<file path="config.mk">
export PLATFORM = sky130hd
export DESIGN_NAME = dmem_req_ctrl
export DESIGN_NICKNAME = d
export VERILOG_FILES = /design/src/rtl/dmem_req_ctrl.sv
export SDC_FILE = /design/constraint.sdc
export NUM_CORES = 1
export LEC_CHECK = 0
export BUFFER_PORTS_ARGS = -buffer_cell sky130_fd_sc_hd__buf_2
export CAP_MARGIN = 10
export CORE_AREA = 2 2 161 163
export DETAILED_ROUTE_END_ITERATION = 12
export DIE_AREA = 0 0 163 165
export PLACE_DENSITY = 0.71
export SYNTH_ARGS = -nofsm -noshare
export SYNTH_HDL_FRONTEND = slang
export SYNTH_SLANG_ARGS = --single-unit
</file>
<file path="constraint.sdc">
create_clock -name clk -period 2.6 [get_ports clk]
set_input_delay 0.52 -clock clk [delete_from_list [all_inputs] [get_ports clk]]
set_output_delay 0.52 -clock clk [all_outputs]
set_load 0.005 [all_outputs]
</file>
<file path="src/rtl/dmem_req_ctrl.sv">
// Data-memory request controller: alignment check, bus request shaping, req/addr_ok/data_ok
// handshake and raw read-data return with byte-lane select for load extraction.
module dmem_req_ctrl (
    input  logic        clk,
    input  logic        rst_n,
    input  logic        i_flush,
    input  logic        i_in_valid,
    input  logic [6:0]  i_lsu_op,
    input  logic [63:0] i_addr,
    input  logic [63:0] i_st_data,
    input  logic        i_out_ready,
    output logic        o_data_req,
    output logic        o_data_wr,
    output logic [63:0] o_data_addr,
    output logic [7:0]  o_data_wstrb,
    output logic [63:0] o_data_wdata,
    input  logic        i_data_addr_ok,
    input  logic        i_data_data_ok,
    input  logic [63:0] i_data_rdata,
    output logic        o_out_valid,
    output logic [63:0] o_out_rdata,
    output logic [7:0]  o_out_sel,
    output logic        o_misalign,
    output logic        o_stall_req
);

    localparam int unsigned AW = 64;
    localparam int unsigned DW = 64;
    localparam int unsigned SW = DW / 8;

    typedef enum logic [1:0] {
        S_IDLE = 2'd0,
        S_REQ  = 2'd1,
        S_WAIT = 2'd2,
        S_RESP = 2'd3
    } state_t;

    state_t          r_state;
    state_t          w_state_nxt;
    logic            r_drop;
    logic [AW-1:0]   r_addr;
    logic            r_wr;
    logic [SW-1:0]   r_wstrb;
    logic [DW-1:0]   r_wdata;
    logic [SW-1:0]   r_sel;
    logic [DW-1:0]   r_rdata;

    logic            w_en;
    logic            w_we;
    logic [3:0]      w_size;
    logic [2:0]      w_off;
    logic [SW-1:0]   w_sel;
    logic [DW-1:0]   w_wdata;
    logic            w_misaligned;
    logic            w_idle_op;
    logic            w_accept;
    logic            w_drop;
    logic            w_capture;
    logic            w_unused_uns;

    assign w_en         = i_lsu_op[6];
    assign w_we         = i_lsu_op[5];
    assign w_size       = i_lsu_op[4:1];
    assign w_off        = i_addr[2:0];
    // Signedness is consumed by the downstream extraction stage, not here.
    assign w_unused_uns = i_lsu_op[0];

    // Lane select, replicated store data and alignment for the presented op.
    always_comb begin : lane_decode
        w_sel        = 8'h01 << w_off;
        w_wdata      = {8{i_st_data[7:0]}};
        w_misaligned = 1'b0;
        if (w_size[3]) begin
            w_sel        = 8'hFF;
            w_wdata      = i_st_data;
            w_misaligned = (w_off != 3'd0);
        end else if (w_size[2]) begin
            w_sel        = 8'h0F << w_off;
            w_wdata      = {2{i_st_data[31:0]}};
            w_misaligned = (w_off[1:0] != 2'd0);
        end else if (w_size[1]) begin
            w_sel        = 8'h03 << w_off;
            w_wdata      = {4{i_st_data[15:0]}};
            w_misaligned = w_off[0];
        end
    end

    assign w_idle_op = (r_state == S_IDLE) & i_in_valid & w_en & ~i_flush;
    assign w_accept  = w_idle_op & ~w_misaligned;
    assign w_drop    = r_drop | i_flush;
    assign w_capture = i_data_data_ok &
                       (((r_state == S_REQ) & i_data_addr_ok) | (r_state == S_WAIT));

    always_ff @(posedge clk) begin : fsm_state
        if (!rst_n) begin
            r_state <= S_IDLE;
        end else begin
            r_state <= w_state_nxt;
        end
    end

    always_comb begin : fsm_next
        w_state_nxt = r_state;
        case (r_state)
            S_IDLE: if (w_accept) w_state_nxt = S_REQ;
            S_REQ: begin
                if (i_data_addr_ok) begin
                    if (i_data_data_ok) w_state_nxt = w_drop ? S_IDLE : S_RESP;
                    else                w_state_nxt = S_WAIT;
                end
            end
            S_WAIT: if (i_data_data_ok) w_state_nxt = w_drop ? S_IDLE : S_RESP;
            S_RESP: if (i_out_ready || i_flush) w_state_nxt = S_IDLE;
            default: w_state_nxt = S_IDLE;
        endcase
    end

    always_comb begin : fsm_out
        o_data_req  = 1'b0;
        o_out_valid = 1'b0;
        o_stall_req = 1'b0;
        o_misalign  = w_idle_op & w_misaligned;
        case (r_state)
            S_IDLE: o_stall_req = w_accept;
            S_REQ: begin
                o_data_req  = 1'b1;
                o_stall_req = 1'b1;
            end
            S_WAIT: o_stall_req = 1'b1;
            S_RESP: begin
                o_out_valid = 1'b1;
                o_stall_req = ~i_out_ready;
            end
            default: o_stall_req = 1'b0;
        endcase
    end

    // A flushed transaction still has to drain on the bus; remember to discard its response.
    always_ff @(posedge clk) begin : drop_reg
        if (!rst_n) begin
            r_drop <= 1'b0;
        end else if (w_state_nxt == S_IDLE) begin
            r_drop <= 1'b0;
        end else if (i_flush && (r_state == S_REQ || r_state == S_WAIT)) begin
            r_drop <= 1'b1;
        end
    end

    always_ff @(posedge clk) begin : dp_regs
        if (!rst_n) begin
            r_addr  <= '0;
            r_wr    <= 1'b0;
            r_wstrb <= '0;
            r_wdata <= '0;
            r_sel   <= '0;
            r_rdata <= '0;
        end else begin
            if (w_accept) begin
                r_addr  <= {i_addr[AW-1:3], 3'b000};
                r_wr    <= w_we;
                r_wstrb <= w_we ? w_sel : SW'(0);
                r_wdata <= w_wdata;
                r_sel   <= w_sel;
            end
            if (w_capture) begin
                r_rdata <= r_wr ? DW'(0) : i_data_rdata;
            end
        end
    end

    assign o_data_wr    = r_wr;
    assign o_data_addr  = r_addr;
    assign o_data_wstrb = r_wstrb;
    assign o_data_wdata = r_wdata;
    assign o_out_rdata  = r_rdata;
    assign o_out_sel    = r_sel;

endmodule

</file>
Yosys cells after proc, flatten, opt, wreduce, memory -nomap -nowiden
Index checks and enable logic that the tools add are counted. W data, S select, Z words.

Bits in registers: 209. Bits of input ports: 206. Output and inout bits: 213. Word-level logic and storage cells: 57.

Eq/ne operators: 3. Shift-type cells: 3. Muxes and demuxes: 21. Bitwise operators: 13. Reductions and logical operators: 9.

Operators by type and width (count): $mux W64 (4); $mux W8 (4); $mux W2 (6); $pmux W2 S4 (1); $shl A1 B3 Y8 const A (1); $shl A2 B3 Y8 const A (1); $shl A4 B3 Y8 const A (1); $and A1 B1 Y1 (7); $mux W1 (5); $eq A2 B2 Y1 const B (2); $logic_not A2 Y1 (2); $not A1 Y1 (4); $reduce_or A2 Y1 (2); $pmux W1 S3 (1); $reduce_bool A3 Y1 (1); $eq A2 B1 Y1 const B (1); $logic_or A1 B1 Y1 (2); $or A1 B1 Y1 (2); $reduce_bool A2 Y1 (1); $logic_and A1 B1 Y1 (1).

Longest topological paths before layout
Gate-level depths: netlist (run 1).

Word-level depth: 9. Mapped depth: 9. Depth with buffers taken out: 6.

Worst setup path after synthesis (run 1)
No wires, ideal clock.

Kind: input to output. Start: in i_lsu_op[4]. End: out o_stall_req. Data arrival time: 1.537 ns. Data required time: 2.080 ns. Path slack: 0.543 ns. Cell stages on the path: 6. Buffers on the path: 3. Cells stage by stage: buf_2 nor2_2 o211ai_4 buf_2 buf_4 o21ai_0.

Word-level cells in the longest chain between the ends: 4.

Ends and longest elaborated chain: start: declaration (line 8) `input logic [6:0] i_lsu_op,`; $mux W1 (line 73) `if (w_size[3]) begin`; $not A1 Y1 (line 89) `assign w_accept = w_idle_op & ~w_misaligned;`; $and A1 B1 Y1 (line 89); $pmux W1 S3 (line 123) `case (r_state)`; end: declaration (line 24) `output logic o_stall_req`.

Every way passes these cells.

Final worst setup path (run 1)
Start: reg r_state[1]. End: out o_stall_req.

Word-level cells in the longest chain between the ends: 6. Elaborated cells between the ends (all ways): 10. Those cells by class: 3 x eq/ne; 1 x mux; 4 x bitwise; 2 x reduce/logical.

Ends and longest elaborated chain: start: declaration (line 38) `state_t r_state;`; start signal: assignment (line 98) `r_state <= w_state_nxt;`; $logic_not A2 Y1 (line 88, 123); $and A1 B1 Y1 (3 in series) (line 88) `assign w_idle_op = (r_state == S_IDLE) & i_in_valid & w_en & ~i_flush;`; $and A1 B1 Y1 (line 89); $pmux W1 S3 * (line 123).

Mark *: on every way between the ends. The rest lies on a longest branch, timed or not.

==> results.txt, run 1 <==
- TritonCTS clock tree: built
- Across the VDD grid, the largest voltage drop is 0.401 mV.
- Row generation in the floorplan step produced 58 rows.
* Most frequent standard cell in the layout excluding fill and tap cells: buf_2
- The slowest stage of the critical path is the dfxtp_1 cell.
- Horizontal extent of the die: 163 µm
- For this run, the total global-route usage over all layers was measured as 19.9%.
- The analysis attributes to cell leakage a power of between 5 and 6 nW.
- Top fanout value on the critical path: 6
- The startpoint identified for the worst hold timing path is i_addr[50].
* Vias per std cell: roughly 5.0
* Setup total negative slack: 0 ns
* Post-synth EDFFs: 0
- Clock latency on the worst-skew pair, taken at its later pin, is 0.52 ns.
- Most instantiated flip-flop cell in the synthesis netlist: dfxtp_1
- Clock-pin slew was measured on the worst setup and hold paths at 0.06 ns.
- Between clock sinks in the finished design, the worst skew comes to 0.0205 ns.
* Capturing element type of the critical path: primary output
* Floorplan die area: 0.0269 mm²
- The HPWL after detailed placement is 20800 µm.
* Critical R2R Capture: o_data_wdata[36]
- Buffers added to address setup during post-CTS repair amount to 0.
- Sink of the worst hold path: o_data_addr[50]
* Pin slew with the least headroom to its limit: 0.872 ns
* Top library cells by usage in the layout, fill and taps aside: 413 x buf_2, 248 x nand2_1, 209 x a21oi_1, 209 x dfxtp_1, 67 x nand3b_1
* Clock buffers created by TritonCTS: 24
- Clock tree synthesis found a total of 209 sinks.
* Count of maximum capacitance violations: 0
- The share of the Yosys chip area taken by registers is 47.9%.
* Number of levels the H-tree was split into: 1
- Number of design-rule violations left by the first detailed-router iteration: ~700
* Register bit total from synthesis: around 210
* Starting density of the core: 34.9%
* Largest net degree at the start of global routing: 94
- Total Power: 7.54 mW
* Synthesized area per cell: 8.18 µm²
- Summing every instance area after synthesis gives 0.00873 mm².
- Worst relative slew slack: approximately two fifths
- The flow ran to the end, and the final reports show no timing, DRC or antenna violations.
* Required @ worst endpoint: roughly 2.1 ns
- Buf/Inv on CP: 2
- After detailed routing, the number of remaining DRC violations is 0.
* Proportion of layout cells with a drive suffix above 1: 33.1%
- In this run the remaining antenna-violating nets after routing total 0.
- FF-to-FF setup slack: 0.47 ns
- Along the worst hold path, the cell count comes to 3.
* Number of top-level pins: 419
- Cell count after placement: 1733
- After technology mapping, the gate count stands at 1067.
* Tightest Hold Check Type: in2reg
- Share of synthesized registers carrying an async set or reset: 0%
* Number of buffers added on ports: 413
* Critical path class: reg2out
- Die height: 165 µm
* Final period utilization: 95.8%
- The via count of the first global-routing pass is 8004.
- Arr. time, crit path: 1.97 ns
* Min Clock Period, post-route: 2.49 ns
* Startpoint type of the worst setup path: flip-flop
- Broken down by cell family, the worst path's largest delay share belongs to flip-flops.
* Total count of max-transition violations in the final report: 0
* Worst r2r path cells: 7
- Setup repair after global routing missed its margin: false
- For this run, the slowest stage of the critical path takes a little over 0.4 ns.
- Total congestion overflow: 0
- Final hold vios: 0
* Total wirelength of the detailed-routed design: 29100 µm
* Wire length of the first global-routing pass: around 43000 µm
- Routed wire length per instance: about 16 µm
* Area of the placeable core: ~0.025 mm²
- Based on the critical path, the design can be clocked at up to between 0.4 and 0.5 GHz.
- Summing over every cut layer, the via total after detailed routing is slightly below 9000.
- Area growth from synthesis to layout: 35.6%
- The number of antenna violations at the first check in global routing came to 2.
- After synthesis, the netlist uses 44 different library cells.
* CTS Root Buffer Type: clkbuf_16
- After the flow finishes, the layout carries non-filler instances totaling roughly 1800.
- First-pass iteration count of the detailed router: 5
- CP cell instances: inv_1 > ha_2 > and4b_2 > o211ai_4 > o21ai_0 > buf_2
- Number of nets in the layout: roughly 1600
- CTS max path bufs: 3
- Final setup viols: 0
- Reg-to-reg startpoint: r_state[1]
* Warnings, synthesis: 0
- Total power divided by cell area: between 600 and 700 mW/mm²
- The congestion estimate from routability-driven global placement came to 0.801.
-- layer usage --
layer  up-vias  wire (µm)  share of wire, %  global-route usage [%]
met5         -         23             0.079                       0
met4         4       1060               3.6                    8.00
met3        77       2580               8.9                    5.93
met2       389      14000                48                    33.6
met1      4028      11400                39                    23.6
li1       4366          -                 -                       -
-- worst max-delay path by stage --
stage                     start          endpoint  slack [ns]  cells after the start
floorplan           i_lsu_op[4]       o_stall_req        0.54                      6
global placement     r_state[1]   o_data_wstrb[5]        0.46                      7
detailed placement   r_state[1]  o_data_wdata[36]        0.38                      7
CTS                  r_state[1]       o_stall_req        0.07                      6
global route         r_state[1]       o_stall_req       0.002                      6
finish               r_state[1]       o_stall_req        0.11                      6
-- state kept, by name, indices dropped and copies added, names as in the netlist --
signal        cells
o_data_wdata     64
o_out_rdata      64
o_data_addr      61
o_data_wstrb      8
o_out_sel         8
r_state           2
o_data_wr         1
r_drop            1
-- Yosys cell counts, types with 3 or more instances --
master	number	share of area, %
nand2_1	249	11
a21oi_1	209	12
dfxtp_1	209	48
nand3b_1	67	5.8
clkbuf_1	50	2.2
a211oi_1	38	3.3
inv_1	37	1.6
a211o_1	34	3.4
buf_2	23	1.3
o21ai_0	22	1.3
nor2_1	21	0.90
nor2b_1	19	1.4
mux2i_1	17	1.9
buf_4	15	1.3
o21a_1	8	0.69
buf_1	5	0.22
nand3_1	5	0.29
ha_1	4	0.57
o31ai_1	4	0.34
a21o_1	3	0.26
-- kinds of logic (layout without fill, tap and decap cells) --
kind of cell	after synthesis	after routing	share of synthesized area [%]
AOI/OAI and AO/OA	334	334	23.0
adders and majority gates	4	4	0.573
buffers and inverters	133	511	6.79
DFF	209	209	47.9
muxes	17	17	1.95
other	1	5	0.0430
and+or+nand+nor	369	369	19.7
-- power by group --
| group | internal [mW] | total [mW] | switching, mW |
|---|---|---|---|
| registers | 3.28 | 3.31 | 0.0359 |
| logic | 0.314 | 0.736 | 0.422 |
| clock network | 2.13 | 3.49 | 1.36 |
-- worst register-to-register path, delay by kind of cell, from the launching register on --
kind | cells | cell delay (ns)
simple gates | 2 | 0.37
compound gates | 2 | 0.61
flops | 1 | 0.36
buf+inv | 2 | 0.43
fa+ha+maj | 1 | 0.26
-- stage by stage --
stage / util [%] / area, µm² / worst slack, ns / hold slack, ns
detailed placement: 43.9 / 11000 / 0.384 / 0.440
CTS: 47.3 / 11800 / 0.0736 / 0.217
floorplan: - / 8740 / 0.543 / 0.448
global placement: 43.9 / 11000 / 0.457 / 0.435
finish: 47.3 / 11800 / 0.110 / 0.245
global route: 47.3 / 11800 / 0.00235 / 0.235
-- area by class of cell --
cell class                 instances  area [µm²]
inverter                          38         148
clock buffer                      36         727
tap                              330         413
clock inverter                     8         101
sequential                       209        4180
antenna                            2        5.00
multi-input combinational        727        3970
timing repair buffer             429        2290
fill                            2500       13200
-- what timing repair did --
item,CTS,global route
hold buffers,0,0
endpoints found under the setup margin,1,0
gates resized for setup,2,0
No activity file was read; power rests on OpenSTA's default activity.
==> inputs of run 2 (changes only) <==
--- a/config.mk
+++ b/config.mk
@@ -5,7 +5,7 @@
 export SDC_FILE = /design/constraint.sdc
 export NUM_CORES = 1
 export LEC_CHECK = 0
-export BUFFER_PORTS_ARGS = -buffer_cell sky130_fd_sc_hd__buf_2
+export BUFFER_PORTS_ARGS = -buffer_cell sky130_fd_sc_hd__buf_4
 export CAP_MARGIN = 10
 export CORE_AREA = 2 2 161 163
 export DETAILED_ROUTE_END_ITERATION = 12
==> results.txt, run 2 (same netlist as run 1, synthesis figures left out) <==
- Floorplan die area: 0.0269 mm² (unchanged)
- The number of nets with antenna violations after routing was 0 (unchanged).
* TritonCTS clock tree: built (unchanged)
- Top fanout value on the critical path: 6 (unchanged)
* Setup repair after global routing missed its margin: false (unchanged)
- The aggregate global routing overflow is 0 (unchanged).
- The maximum level of the CTS H-tree came to 1 (unchanged).
- Result of the run: finished clean (unchanged).
- The number of remaining DRC errors is 0 (unchanged).
- Starting density of the core: 34.9% (unchanged)
* Clock insertion delay at the later pin of the skew report: 0.52 ns (about the same)
- Number of buffers added on ports: 413 (unchanged)
* Final Instance Count excl. Fillers: 1776 (was 1779)
- Top library cells by usage in the layout, fill and taps aside: 420 x buf_4, 248 x nand2_1, 209 x a21oi_1, 208 x dfxtp_1, 67 x nand3b_1 (was 413 x buf_2, 248 x nand2_1, 209 x a21oi_1, 209 x dfxtp_1, 67 x nand3b_1)
- Most frequent standard cell in the layout excluding fill and tap cells: buf_4 (was buf_2)
- The global-route wire length before repair was 45000 µm (was 42800 µm).
- The post-placement setup slack came to 0.449 ns (was 0.384 ns).
- Area growth from synthesis to layout: 47.2% (was 35.6%)
- Number of top-level pins: 419 (unchanged)
* CP cell instances: inv_1 > ha_2 > and4b_2 > o211ai_4 > o21ai_0 > buf_4 (was inv_1 > ha_2 > and4b_2 > o211ai_4 > o21ai_0 > buf_2)
- Overall via count from detail_route: 8869 (was 8864)
- Met3 Routed Length: 2880 µm (was 2580 µm)
* Standard cell area after detailed placement: 0.0120 mm² (was 0.0110 mm²)
* Cell count after placement: 1733 (unchanged)
* Startpoint type of the worst setup path: flip-flop (unchanged)
* Dpl hpwl: 21600 µm (was 20800 µm)
- The uppermost layer routed is met4 (was met5).
* CTS max path bufs: 3 (unchanged)
* Routability Congestion: 0.811 (was 0.801)
- M1 wire length: 12000 µm (was 11400 µm)
- Number of nets in the layout: 1639 (unchanged)
- Total wirelength of the detailed-routed design: 30500 µm (was 29100 µm)
* Library cell contributing the largest single delay on the critical path: dfxtp_1 (unchanged)
* Largest net degree at the start of global routing: 84 (was 94)
- The ratio of final minimum period to clock period is 95.9% (was 95.8%).
* Min Clock Period, post-route: 2.49 ns (about the same)
* Required @ worst endpoint: 2.08 ns (about the same)
- Number of clock sinks seen by CTS: 209 (unchanged)
- Capturing element type of the critical path: primary output (unchanged)
* Vias per std cell: 4.99 (was 4.98)
* FF-to-FF setup slack: 0.51 ns (was 0.47 ns)
* Number of diodes added for antenna fixing: 0 (was 2)
- The static leakage was 5.38 nW (was 5.24 nW).
- Final hold vios: 0 (unchanged)
- Area of the placeable core: 0.0250 mm² (unchanged)
- The clock edge transition at the registers on the reported setup and hold paths was 0.06 ns (about the same).
* CTS Root Buffer Type: clkbuf_16 (unchanged)
- The start of the worst register-to-register path is r_state[0] (was r_state[1]).
- Critical path class: reg2out (unchanged)
* Horizontal extent of the die: 163 µm (unchanged)
* Routed met2 length: 14500 µm (was 14000 µm)
- Arr. time, crit path: 1.97 ns (about the same)
* Die height: 165 µm (unchanged)
* Worst stage delay on the critical path: 0.40 ns (was 0.41 ns)
- The total of fill cells in the finished design was 2418 (was 2500).
* GRT Overall Usage: 21.0% (was 19.9%)
- The final worst slack was 0.107 ns (was 0.110 ns).
- # rows: 58 (unchanged)
- Worst Setup SP: r_state[0] (was r_state[1])
- The post-route setup TNS was 0 ns (unchanged).
* Tightest Hold Check Type: in2reg (unchanged)
- Worst relative slew slack: 59.8% (was 41.9%)
- The final routed wire length divided by cell count came to 17.2 µm (was 16.3 µm).
- The number of slew-limit violations in the final report is 0 (unchanged).
- Hold path startpoint: i_addr[20] (was i_addr[50])
- The post-CTS setup buffer count came to 0 (unchanged).
- The number of antenna violations at the first check in global routing is 0 (was 2).
- Maximum ir drop on the vdd rail: 0.428 mV (was 0.401 mV)
- The via count of the first global-routing pass is 8261 (was 8004).
* First-pass iteration count of the detailed router: 5 (unchanged)
- Pin slew with the least headroom to its limit: 0.601 ns (was 0.872 ns)
- The share of cells above drive strength 1 came to 33.1% (about the same).
- The final instance area was 0.0128 mm² (was 0.0118 mm²).
- Number of design-rule violations left by the first detailed-router iteration: 621 (was 697)
- The final number of setup-violating endpoints came to 0 (unchanged).
- The hold-fix buffer count after cts came to 0 (unchanged).
* Total power divided by cell area: 588 mW/mm² (was 637 mW/mm²)
- Highest attainable clock frequency: 0.401 GHz (was 0.402 GHz)
- The number of buffers inserted during clock tree synthesis came to 24 (unchanged).
- The max-capacitance violation count is 0 (unchanged).
- The setup skew after layout was 0.0111 ns (was 0.0205 ns).
## run 2: cell count changes in the layout (fill, tap and decap cells not counted), sizes merged
cell / delta
clkinv: +1
bufinv: -1
diode: -2
inv: -1
## run 2: final cells by class
cell class / count / area [µm²] / share of cell area (%)
clock inverters: 7 / 65.1 / 0.507
clock buffers: 36 / 727 / 5.66
flip-flops and latches: 209 / 4190 / 32.6
inverters: 38 / 148 / 1.15
well taps: 330 / 413 / 3.21
multi-input cells: 727 / 3970 / 30.9
repair buffers: 429 / 3330 / 25.9
## run 2: final timing paths
path / depth (start not counted) / end
hold reg to reg: 2 / o_out_rdata[5]
setup / recovery: 6 / o_stall_req
setup reg to reg: 7 / o_data_addr[29]
hold / removal: 3 / o_data_addr[20]
## run 2: layer usage
| layer | global-route usage [%] | vias up |
|---|---|---|
| li1 | - | 4364 |
| met1 | 25.1 | 4045 |
| met2 | 35.4 | 391 |
| met3 | 6.55 | 69 |
| met4 | 8.13 | 0 |
| met5 | 0 | - |
## run 2: timing repair
action	4_1_cts	5_1_grt
gates resized for setup	2	1
pin swaps	0	0
setup endpoints to repair	1	1
endpoints found under the hold margin	0	0
## run 2: critical path: cells and delay by family, from the launching register on
| family | cells | cell delay [ns] |
|---|---|---|
| and+or+nand+nor | 1 | 0.28 |
| AOI/OAI and AO/OA | 2 | 0.26 |
| buffers and inverters | 2 | 0.27 |
| adders and majority gates | 1 | 0.24 |
| DFF | 1 | 0.40 |
## run 2: where the power goes
| part | switching, mW | total [mW] | internal (mW) |
|---|---|---|---|
| clock | 1.34 | 3.37 | 2.02 |
| combinational | 0.428 | 0.866 | 0.438 |
| sequential | 0.0397 | 3.32 | 3.28 |
## run 2: stage by stage
| step | power, mW | utilization [%] | hold WS (ns) |
|---|---|---|---|
| 2_1_floorplan | 3.76 | - | 0.448 |
| 3_3_place_gp | 4.24 | 48.1 | 0.439 |
| 3_5_place_dp | 4.25 | 48.1 | 0.444 |
| 4_1_cts | 7.64 | 51.3 | 0.232 |
| 5_1_grt | 7.85 | 51.3 | 0.244 |
| 6_report | 7.55 | 51.3 | 0.253 |
==> inputs of run 3 (changes only) <==
--- a/config.mk
+++ b/config.mk
@@ -11,6 +11,7 @@
 export DETAILED_ROUTE_END_ITERATION = 12
 export DIE_AREA = 0 0 163 165
 export PLACE_DENSITY = 0.71
+export RECOVER_POWER = 25
 export SYNTH_ARGS = -nofsm -noshare
 export SYNTH_HDL_FRONTEND = slang
 export SYNTH_SLANG_ARGS = --single-unit
==> results.txt, run 3 (same netlist as run 1, synthesis figures left out) <==
- Result of the run: finished clean (unchanged).
- Vias in the first global route: 8261 (unchanged)
- WHS: 0.255 ns (was 0.253 ns)
- The utilization after layout came to 50.7% (was 51.3%).
* Dpl hpwl: 21600 µm (unchanged)
* TritonCTS clock tree: built (unchanged)
- Total count of max-transition violations in the final report: 0 (unchanged)
- Setup total negative slack: 0 ns (unchanged)
* Worst relative slew slack: 58.6% (was 59.8%)
- Clock insertion delay at the later pin of the skew report: 0.52 ns (about the same)
* Worst Setup SP: r_state[0] (unchanged)
- The clock edge transition at the registers on the reported setup and hold paths came to 0.06 ns (about the same).
- Setup repair after global routing missed its margin: false (unchanged)
- The count of pins on the block boundary came to 419 (unchanged).
- The start of the worst register-to-register path is r_state[0] (unchanged).
* Worst Clk Skew: 0.0108 ns (was 0.0111 ns)
- The die area came to 0.0269 mm² (unchanged).
- Number of buffers added on ports: 413 (unchanged)
- The met3 layer wire length in the routed design is 2730 µm (was 2880 µm).
- Area growth from synthesis to layout: 45.3% (was 47.2%)
* Routability Congestion: 0.811 (unchanged)
* Proportion of layout cells with a drive suffix above 1: 30.2% (was 33.1%)
- The die span in y is 165 µm (unchanged).
* Number of design-rule violations left by the first detailed-router iteration: 689 (was 621)
- Area of the placeable core: 0.0250 mm² (unchanged)
- Total power divided by cell area: 594 mW/mm² (was 588 mW/mm²)
- Largest delay share family, worst path: flip-flops (unchanged)
- The instance count along the most critical hold path came to 3 (unchanged).
- The delay contributed by the slowest stage of the critical path came to 0.40 ns (about the same).
* Clock buffers created by TritonCTS: 24 (unchanged)
- Uppermost metal layer occupied by signal nets: met4 (unchanged)
- The category of the most critical setup path was reg2out (unchanged).
- The required time at the worst-slack endpoint is 2.08 ns (about the same).
* Starting density of the core: 34.9% (unchanged)
* Buf/Inv on CP: 2 (unchanged)
- Count of maximum capacitance violations: 0 (unchanged)
- The maximum fanout along the worst path is 6 (unchanged).
- Number of diodes added for antenna fixing: 0 (unchanged)
* Hold path startpoint: i_addr[61] (was i_addr[20])
- CTS max path bufs: 3 (unchanged)
* CTS Root Buffer Type: clkbuf_16 (unchanged)
- CP cell instances: inv_1 > ha_2 > and4b_2 > o211ai_4 > o21ai_0 > buf_4 (unchanged)
- The total iterations of the first detailed-routing run is 5 (unchanged).
- The post-CTS setup buffer count came to 0 (unchanged).
- Startpoint type of the worst setup path: flip-flop (unchanged)
* Vias per std cell: 5.02 (was 4.99)
* Highest attainable clock frequency: 0.401 GHz (about the same)
* Final period utilization: 95.9% (about the same)
- The floorplan row count was 58 (unchanged).
- The count of clock tree sinks came to 209 (unchanged).
- The worst-path cell with the longest stage delay was dfxtp_1 (unchanged).
- The number of nets with antenna violations after routing came to 0 (unchanged).
- Number of cells on the critical path: 6 (unchanged)
* Routed met2 length: 14700 µm (was 14500 µm)
* Number of DRC violations after detailed routing: 0 (unchanged)
- Top library cells by usage in the layout, fill and taps aside: 316 x buf_4, 248 x nand2_1, 209 x a21oi_1, 208 x dfxtp_1, 67 x nand3b_1 (was 420 x buf_4, 248 x nand2_1, 209 x a21oi_1, 208 x dfxtp_1, 67 x nand3b_1).
* Number of levels the H-tree was split into: 1 (unchanged)
- GRT Overall Usage: 21.0% (unchanged)
- Arr. time, crit path: 1.97 ns (about the same)
- Final Instance Count excl. Fillers: 1776 (unchanged)
- FILL cells: 2456 (was 2418)
- The die extent in x was 163 µm (unchanged).
- FF-to-FF setup slack: 0.51 ns (about the same)
* Final setup viols: 0 (unchanged)
- Number of nets in the layout: 1639 (unchanged)
- Total congestion overflow: 0 (unchanged)
- Cell count after placement: 1733 (unchanged)
* Tightest Hold Check Type: in2reg (unchanged)
- Overall via count from detail_route: 8916 (was 8869)
- Routed wire length per instance: 17.2 µm (about the same)
- The most frequent standard cell in the layout excluding fill and tap cells is buf_4 (unchanged).
- The number of antenna violations at the first check in global routing is 0 (unchanged).
- Pin slew with the least headroom to its limit: 0.619 ns (was 0.601 ns)
* Total wirelength of the detailed-routed design: 30500 µm (about the same)
- The static leakage is 5.17 nW (was 5.38 nW).
- The pin count of the biggest net entering global routing is 84 (unchanged).
- Final hold vios: 0 (unchanged)
* Min Clock Period, post-route: 2.49 ns (about the same)
- The endpoint kind of the worst setup timing path is a primary output (unchanged).
- The worst ir drop on vdd is 0.427 mV (was 0.428 mV).
- The global-route wire length before repair came to 45000 µm (unchanged).
* M1 wire length: 12000 µm (about the same)
- The depth of the worst register-to-register path came to 7 (unchanged).
-- run 3: metrics by stage --
step	power, mW	instance area (µm²)	setup WS (ns)
4_1_cts	7.64	12800	0.0697
3_3_place_gp	4.24	12000	0.471
5_1_grt	7.83	12700	0.00812
6_report	7.54	12700	0.108
2_1_floorplan	3.76	8740	0.543
3_5_place_dp	4.25	12000	0.449
-- run 3: repair_timing --
item / 4_1_cts / 5_1_grt
gates resized for setup: 2 / 1
setup endpoints to repair: 1 / 1
pin swaps: 0 / 0
hold buffers: 0 / 0
-- run 3: tightest hold or removal path, stage by stage --
cell and delay [ns]:
buf_4 0.11, nand2_1 0.04, a21oi_1 0.05
-- run 3: path summary, 6_finish.rpt --
kind,endpoint
min reg2reg,o_data_wdata[10]
max,o_stall_req
min,o_data_addr[61]
max reg2reg,o_data_addr[29]
-- run 3: area by class of cell --
cell class / count / area (µm²) / share of cell area (%)
clock inverters: 7 / 65.1 / 0.513
flip-flops and latches: 209 / 4190 / 33.0
inverters: 38 / 148 / 1.16
well taps: 330 / 413 / 3.26
clock buffers: 36 / 727 / 5.73
repair buffers: 429 / 3170 / 25.0
multi-input cells: 727 / 3970 / 31.3
-- run 3: where the power goes --
group,internal [mW],total [mW],leakage [nW],switching (mW)
combinational,0.424,0.852,3.09,0.428
sequential,3.28,3.32,1.69,0.0388
clock,2.02,3.37,0.387,1.35
total,5.72,7.54,5.17,1.81
-- run 3: metal layers --
metal  GRT usage (%)  vias up
met3            6.55       67
met2            35.4      380
met5               0        -
met1            25.1     4094
met4            8.13        0
li1                -     4375
